**src/rtl/uart_cmd_pkg.sv**
```systemverilog
// Shared types, ASCII constants and nibble/command helpers for the host-side
// ASCII register protocol ("wb AA DD\n" / "rb AA\n").
package uart_cmd_pkg;

  localparam int unsigned BYTE_W = 8;
  localparam int unsigned NIB_W  = 4;
  localparam int unsigned IDX_W  = 4;
  localparam int unsigned CNT_W  = 24;

  localparam logic [BYTE_W-1:0] ASCII_W  = 8'h77;
  localparam logic [BYTE_W-1:0] ASCII_R  = 8'h72;
  localparam logic [BYTE_W-1:0] ASCII_B  = 8'h62;
  localparam logic [BYTE_W-1:0] ASCII_SP = 8'h20;
  localparam logic [BYTE_W-1:0] ASCII_NL = 8'h0a;
  localparam logic [BYTE_W-1:0] ASCII_0  = 8'h30;
  localparam logic [BYTE_W-1:0] ASCII_9  = 8'h39;
  localparam logic [BYTE_W-1:0] ASCII_A  = 8'h61;
  localparam logic [BYTE_W-1:0] ASCII_F  = 8'h66;

  // Index of the trailing '\n' in each command
  localparam logic [IDX_W-1:0] WR_LAST_IDX = 4'd8;
  localparam logic [IDX_W-1:0] RD_LAST_IDX = 4'd5;

  typedef enum logic [1:0] {M_IDLE, M_SEND, M_WAIT, M_DONE} mst_state_e;
  typedef enum logic [2:0] {P_IDLE, P_WAIT_HI, P_WAIT_LO, P_WAIT_NL, P_DRAIN} rsp_state_e;

  typedef struct packed {
    logic              write;
    logic [BYTE_W-1:0] addr;
    logic [BYTE_W-1:0] wdata;
  } cmd_req_t;

  function automatic logic [BYTE_W-1:0] nib2asc(input logic [NIB_W-1:0] n);
    if (n < NIB_W'(10)) return ASCII_0 + BYTE_W'(n);
    return ASCII_A + BYTE_W'(n) - BYTE_W'(10);
  endfunction

  function automatic logic is_hex(input logic [BYTE_W-1:0] b);
    return ((b >= ASCII_0) && (b <= ASCII_9)) || ((b >= ASCII_A) && (b <= ASCII_F));
  endfunction

  function automatic logic [NIB_W-1:0] asc2nib(input logic [BYTE_W-1:0] b);
    if (b <= ASCII_9) return NIB_W'(b - ASCII_0);
    return NIB_W'(b - ASCII_A + BYTE_W'(10));
  endfunction

  // Byte 'idx' of the command text for request r
  function automatic logic [BYTE_W-1:0] cmd_byte(input cmd_req_t r, input logic [IDX_W-1:0] idx);
    logic [BYTE_W-1:0] b;
    case (idx)
      4'd0:    b = r.write ? ASCII_W : ASCII_R;
      4'd1:    b = ASCII_B;
      4'd2:    b = ASCII_SP;
      4'd3:    b = nib2asc(r.addr[7:4]);
      4'd4:    b = nib2asc(r.addr[3:0]);
      4'd5:    b = r.write ? ASCII_SP : ASCII_NL;
      4'd6:    b = nib2asc(r.wdata[7:4]);
      4'd7:    b = nib2asc(r.wdata[3:0]);
      default: b = ASCII_NL;
    endcase
    return b;
  endfunction

endpackage

```
**src/rtl/uart_rsp_parser.sv**
```systemverilog
// Parses a "hh\n" / error reply from the rx byte stream with a reply timeout.
// Completion outputs are combinational so the owner can register them directly.
module uart_rsp_parser
  import uart_cmd_pkg::*;
#(
  parameter logic [CNT_W-1:0] TIMEOUT_CYCLES = 24'd10_000_000
) (
  input  logic              clk,
  input  logic              rst,
  input  logic              i_start,
  input  logic [BYTE_W-1:0] i_rx_byte,
  input  logic              i_rx_vld,
  output logic              o_done_c,
  output logic              o_err_c,
  output logic              o_timeout_c,
  output logic [BYTE_W-1:0] o_rdata_c
);

  rsp_state_e        r_state;
  logic [CNT_W-1:0]  r_cnt;
  logic [NIB_W-1:0]  r_hi;
  logic [NIB_W-1:0]  r_lo;

  logic              w_busy;
  logic              w_nl;
  logic              w_hex;
  logic              w_tmo;
  logic [CNT_W-1:0]  w_cnt_inc;

  assign w_busy    = (r_state != P_IDLE);
  assign w_nl      = i_rx_vld && (i_rx_byte == ASCII_NL);
  assign w_hex     = is_hex(i_rx_byte);
  assign w_cnt_inc = (r_cnt >= TIMEOUT_CYCLES) ? r_cnt : r_cnt + CNT_W'(1);
  assign w_tmo     = w_busy && (w_cnt_inc == TIMEOUT_CYCLES);

  // A terminating '\n' takes priority over a timeout in the same cycle
  always_comb begin
    o_done_c    = 1'b0;
    o_err_c     = 1'b0;
    o_timeout_c = 1'b0;
    o_rdata_c   = '0;
    if (w_nl && (r_state == P_WAIT_NL)) begin
      o_done_c  = 1'b1;
      o_rdata_c = {r_hi, r_lo};
    end else if (w_nl && (r_state == P_DRAIN)) begin
      o_done_c = 1'b1;
      o_err_c  = 1'b1;
    end else if (w_tmo && !w_nl) begin
      o_done_c    = 1'b1;
      o_err_c     = 1'b1;
      o_timeout_c = 1'b1;
    end
  end

  always_ff @(posedge clk or posedge rst) begin
    if (rst) begin
      r_state <= P_IDLE;
      r_cnt   <= '0;
      r_hi    <= '0;
      r_lo    <= '0;
    end else if (i_start) begin
      r_state <= P_WAIT_HI;
      r_cnt   <= '0;
    end else if (o_done_c) begin
      r_state <= P_IDLE;
    end else if (w_busy) begin
      r_cnt <= w_cnt_inc;
      if (i_rx_vld) begin
        case (r_state)
          P_WAIT_HI: begin
            if (w_hex) begin
              r_hi    <= asc2nib(i_rx_byte);
              r_state <= P_WAIT_LO;
            end else begin
              r_state <= P_DRAIN;
            end
          end
          P_WAIT_LO: begin
            if (w_hex) begin
              r_lo    <= asc2nib(i_rx_byte);
              r_state <= P_WAIT_NL;
            end else begin
              r_state <= P_DRAIN;
            end
          end
          P_WAIT_NL: r_state <= P_DRAIN;
          default: ;
        endcase
      end
    end
  end

endmodule

```
**src/rtl/uart_cmd_master.sv**
```systemverilog
// Host-side initiator: turns read/write requests into ASCII commands on the
// UART tx byte stream and returns read data parsed from the rx reply.
module uart_cmd_master
  import uart_cmd_pkg::*;
#(
  parameter logic [CNT_W-1:0] TIMEOUT_CYCLES = 24'd10_000_000
) (
  input  logic              clk,
  input  logic              rst,
  input  logic              req_valid,
  output logic              req_ready,
  input  logic              req_write,
  input  logic [BYTE_W-1:0] req_addr,
  input  logic [BYTE_W-1:0] req_wdata,
  output logic [BYTE_W-1:0] tx_byte,
  output logic              tx_vld,
  input  logic              tx_rdy,
  input  logic [BYTE_W-1:0] rx_byte,
  input  logic              rx_vld,
  output logic              rsp_valid,
  output logic [BYTE_W-1:0] rsp_rdata,
  output logic              rsp_err,
  output logic              rsp_timeout
);

  mst_state_e        r_state;
  cmd_req_t          r_req;
  logic [IDX_W-1:0]  r_idx;

  cmd_req_t          w_new_req;
  logic              w_tx_fire;
  logic              w_last;
  logic              w_start;
  logic              w_p_done;
  logic              w_p_err;
  logic              w_p_tmo;
  logic [BYTE_W-1:0] w_p_rdata;

  assign w_new_req = '{write: req_write, addr: req_addr, wdata: req_wdata};
  assign w_tx_fire = tx_vld && tx_rdy;
  assign w_last    = (r_idx == (r_req.write ? WR_LAST_IDX : RD_LAST_IDX));
  assign w_start   = (r_state == M_SEND) && w_tx_fire && w_last && !r_req.write;

  uart_rsp_parser #(
    .TIMEOUT_CYCLES(TIMEOUT_CYCLES)
  ) u_parser (
    .clk         (clk),
    .rst         (rst),
    .i_start     (w_start),
    .i_rx_byte   (rx_byte),
    .i_rx_vld    (rx_vld),
    .o_done_c    (w_p_done),
    .o_err_c     (w_p_err),
    .o_timeout_c (w_p_tmo),
    .o_rdata_c   (w_p_rdata)
  );

  always_ff @(posedge clk or posedge rst) begin
    if (rst) begin
      r_state     <= M_IDLE;
      r_req       <= '0;
      r_idx       <= '0;
      req_ready   <= 1'b1;
      tx_vld      <= 1'b0;
      tx_byte     <= '0;
      rsp_valid   <= 1'b0;
      rsp_rdata   <= '0;
      rsp_err     <= 1'b0;
      rsp_timeout <= 1'b0;
    end else begin
      rsp_valid   <= 1'b0;
      rsp_rdata   <= '0;
      rsp_err     <= 1'b0;
      rsp_timeout <= 1'b0;
      case (r_state)
        M_IDLE: begin
          if (req_valid && req_ready) begin
            r_req     <= w_new_req;
            r_idx     <= '0;
            req_ready <= 1'b0;
            tx_vld    <= 1'b1;
            tx_byte   <= cmd_byte(w_new_req, IDX_W'(0));
            r_state   <= M_SEND;
          end
        end
        M_SEND: begin
          if (w_tx_fire) begin
            if (w_last) begin
              tx_vld  <= 1'b0;
              tx_byte <= '0;
              // Writes have no ack on the wire, so they complete on the last byte
              if (r_req.write) begin
                rsp_valid <= 1'b1;
                r_state   <= M_DONE;
              end else begin
                r_state <= M_WAIT;
              end
            end else begin
              r_idx   <= r_idx + IDX_W'(1);
              tx_byte <= cmd_byte(r_req, r_idx + IDX_W'(1));
            end
          end
        end
        M_WAIT: begin
          if (w_p_done) begin
            rsp_valid   <= 1'b1;
            rsp_err     <= w_p_err;
            rsp_timeout <= w_p_tmo;
            rsp_rdata   <= w_p_rdata;
            r_state     <= M_DONE;
          end
        end
        M_DONE: begin
          req_ready <= 1'b1;
          r_state   <= M_IDLE;
        end
        default: r_state <= M_IDLE;
      endcase
    end
  end

endmodule
```
**config.mk**
```make
export PLATFORM = sky130hd
export DESIGN_NAME = uart_cmd_master
export DESIGN_NICKNAME = d
export VERILOG_FILES = /design/src/rtl/uart_cmd_pkg.sv /design/src/rtl/uart_rsp_parser.sv /design/src/rtl/uart_cmd_master.sv
export SDC_FILE = /design/constraint.sdc
export NUM_CORES = 1
export LEC_CHECK = 0
export BUFFER_PORTS_ARGS = -buffer_cell sky130_fd_sc_hd__buf_2
export CAP_MARGIN = 30
export CORE_MARGIN = 1.5
export CORE_UTILIZATION = 40
export DETAILED_ROUTE_END_ITERATION = 10
export GPL_TIMING_DRIVEN = 0
export PLACE_DENSITY = 0.61
export SLEW_MARGIN = 25
export SYNTH_ARGS = -nofsm -noshare
export SYNTH_HDL_FRONTEND = slang
export SYNTH_SLANG_ARGS = --single-unit
```
**constraint.sdc**
```tcl
create_clock -name clk -period 9.5 [get_ports clk]
set_clock_uncertainty 0.1 [all_clocks]
set_input_delay 2.375 -clock clk [delete_from_list [all_inputs] [get_ports clk]]
set_output_delay 2.375 -clock clk [all_outputs]
set_load 0.01 [all_outputs]
```
==> impl_metrics.toml <==
[run_status]
status = "finished, final reports clean"

[sta]
finalHoldViolCount = 0
slew_headroom_pct = 53.1
setup_tns_ps = 0
fmax_mhz = 213
period_minus_slack_ps = 4690
slew_violations = 0
finalSetupViolCount = 0
tightest_slew_ps = 699
final.period_utilization_pct = 49.3
rsz0062_at_grt = "false"

[critical_path]
critPathSlowestCell = "or3b_2"
end_kind = "register"
path_buf_inv = 2
r2r_slack_ps = 5840
path_cells = "buf_2 > inv_1 > ha_1 > nor2_1 > o2111ai_1 > and3_1 > o21a_1 > nand3b_1 > or3b_2 > or3_4 > mux2_4"
arrival_ps = 4810
startpoint_type = "input port"
required_ps = 9620
crit_fanout = 4
critPathKind = "input port to register"
r2r-start = "u_parser.r_cnt[7]"
critical_path.top_delay_family = "simple AND/OR/NAND/NOR gates"
reg2reg_to = "u_parser.r_hi[0]"
r2r_cells = 9
critPathMaxStageDelay_ps = 470

[logic_synthesis]
ys_seq_area_share_pct = 38.6
synth-async-reset-ratio_pct = 100
syn_avg_cell_area_um2 = 8.98
synthTopCellsByCount = "dfrtp_1, nor2_1, nand2_1, inv_1, o21ai_0"
synth_top_area_share_pct = 38.1
synth.area.top_cells = "dfrtp_1, mux2_2, ha_1"
yosysUniqueCellTypes = 77
synth_top_area_cell = "dfrtp_1"
ys_ff_latch = 78
syn_nets = 611
synth-edff-count = 0
yosysMostFrequentCell = "dfrtp_1"
synth_flop_cell = "dfrtp_1"
synth_area_mm2 = 0.00506
yosys_warnings = 0
synthesis.instances = 563

[layout]
synthToLayoutAreaGrowth_pct = 15.6
drive_gt1_share_pct = 19.1
fin_cells = 797
layout.nets = 673
antenna_cells = 0
fin_util_pct = 48.1
fillers = 1204
final_area_mm2 = 0.00585

[place]
placed_area_mm2 = 0.00555
hpwl_mm = 9.25
placed_cells_incl_taps = 782
routabilityCongestion = 0.902
port_buffers = 49

[power]
p_leak_uw = 0.00264
total_power_uw = 833
ir_drop_mv = 0.0930
p_per_area_mw_per_mm2 = 142

[hold_path]
min_path_type = "register to register"
hold_depth = 1
hold_path_end = "rsp_rdata[2]"
min_from = "u_parser.r_lo[2]"

[die]
rows = 40
core_mm2 = 0.0122
initial_core_util_pct = 41.6
die_h_um = 115
die_area_mm2 = 0.0133
dieWidth_um = 115
io_pins = 51

[drt]
routed_wl_mm = 12.4
dr.pass1.iters = 5
drtAntennaViolNets = 0
drtIter0Drc = 232
drc = 0
via_per_inst = 5.51
vias = 4393
wl_per_cell_um = 15.5

[global_routing]
overflow = 0
first_global_vias = 4310
grt_usage_pct = 19.8
grt_pass1_wl_mm = 20.9
antenna_found_initial = 0
grt_max_degree = 54

[cts]
post_cts_buffers = 0
cts-root-buf = "clkbuf_16"
cts.sinks = 78
numCtsBuffers = 9
cts_resized = 0
clock_latency_ps = 340
cts_tree = "done"
clk_pin_slew_worst_paths_ps = 60
cts_max_path_buffers = 2
cts_hold_buffers = 0
htree_levels = 3

[run]
maxCapViolCount = 0
report_power, final:
part           leakage, uW  internal [uW]  total [uW]  switching, uW
combinational      0.00147           48.8         123           74.6
clock             0.000141            210         348            139
sequential         0.00103            346         361           14.8
area by class of cell:
| type | count | area [um^2] | area share, % |
|---|---|---|---|
| plain buffers | 25 | 121 | 2.08 |
| well taps | 168 | 210 | 3.60 |
| inverters | 29 | 111 | 1.90 |
| flip-flops and latches | 78 | 1950 | 33.4 |
| repair buffers | 51 | 278 | 4.75 |
| clock buffers | 10 | 239 | 4.09 |
| clock inverters | 5 | 58.8 | 1.01 |
| multi-input cells | 431 | 2870 | 49.2 |
cells by family (layout without fill, tap and decap cells):
family | Yosys count | after routing | synth area share (%)
AND/OR/NAND/NOR | 239 | 239 | 25.0
AO/OA/AOI/OAI | 122 | 122 | 16.8
flip-flops | 78 | 78 | 38.6
buffers and inverters | 54 | 120 | 4.55
multiplexers | 27 | 27 | 6.31
XOR/XNOR | 24 | 24 | 4.16
adder cells (fa/ha/maj) | 18 | 18 | 4.45
other | 1 | 1 | 0.0741
worst reg2reg max path: cells and delay by family, from the launching register on:
family,cells,cell delay [ps]
compound gates,2,580
flops,1,500
mux,1,300
simple gates,6,2070
cells in the final DEF, fill, tap and decap left out, drive strengths merged, types with 4 or more instances in the layout:
cell type and n:
dfrtp 77, buf 62, nor2 59, nand2 49, o21ai 31, inv 30, a21oi 28, mux2 27
nor3 24, clkbuf 24, nand3 23, ha 18, nand4 17, xnor2 15, and2 10, xor2 9
or3 9, and3 8, nor4 8, o22ai 6, a211oi 6, a211o 5, o21a 5, and4 5
a31oi 4, a31o 4, or4 4
worst max-delay path by stage:
stage          slack (ps)  cells past startpoint                 end  startpoint
4_1_cts              4840                     11    u_parser.r_hi[0]  rx_byte[0]
6_report             4810                     11    u_parser.r_hi[0]  rx_byte[0]
5_1_grt              4680                     11    u_parser.r_hi[0]  rx_byte[0]
2_1_floorplan        4840                     10    u_parser.r_hi[0]  rx_byte[0]
3_5_place_dp         4510                     11    u_parser.r_hi[0]  rx_byte[0]
3_3_place_gp         4100                      2  u_parser.r_cnt[15]         rst
flip-flops by register name (all words and copies together), names as in the netlist:
signal            flops
r_state               2
rsp_timeout           1
r_req                17
u_parser.r_hi         4
tx_vld                1
r_idx                 4
u_parser.r_state      3
rsp_valid             1
req_ready             1
rsp_err               1
rsp_rdata             8
tx_byte               7
u_parser.r_lo         4
u_parser.r_cnt       24
routing by layer:
metal,track usage [%],share of wire (%),vias up
met3,4.86,4.7,19
met2,32.4,47,123
met4,6.67,2.3,0
met5,0,0,-
met1,25.8,46,2084
li1,-,-,2167
stage by stage:
step | setup WS (ps) | hold slack, ps
after floorplan | 4840 | 347
after global placement | 4100 | 352
after detailed placement | 4510 | 366
after CTS | 4840 | 384
after global routing | 4680 | 401
final | 4810 | 379
Note: power is estimated with default switching activity, not from simulation.
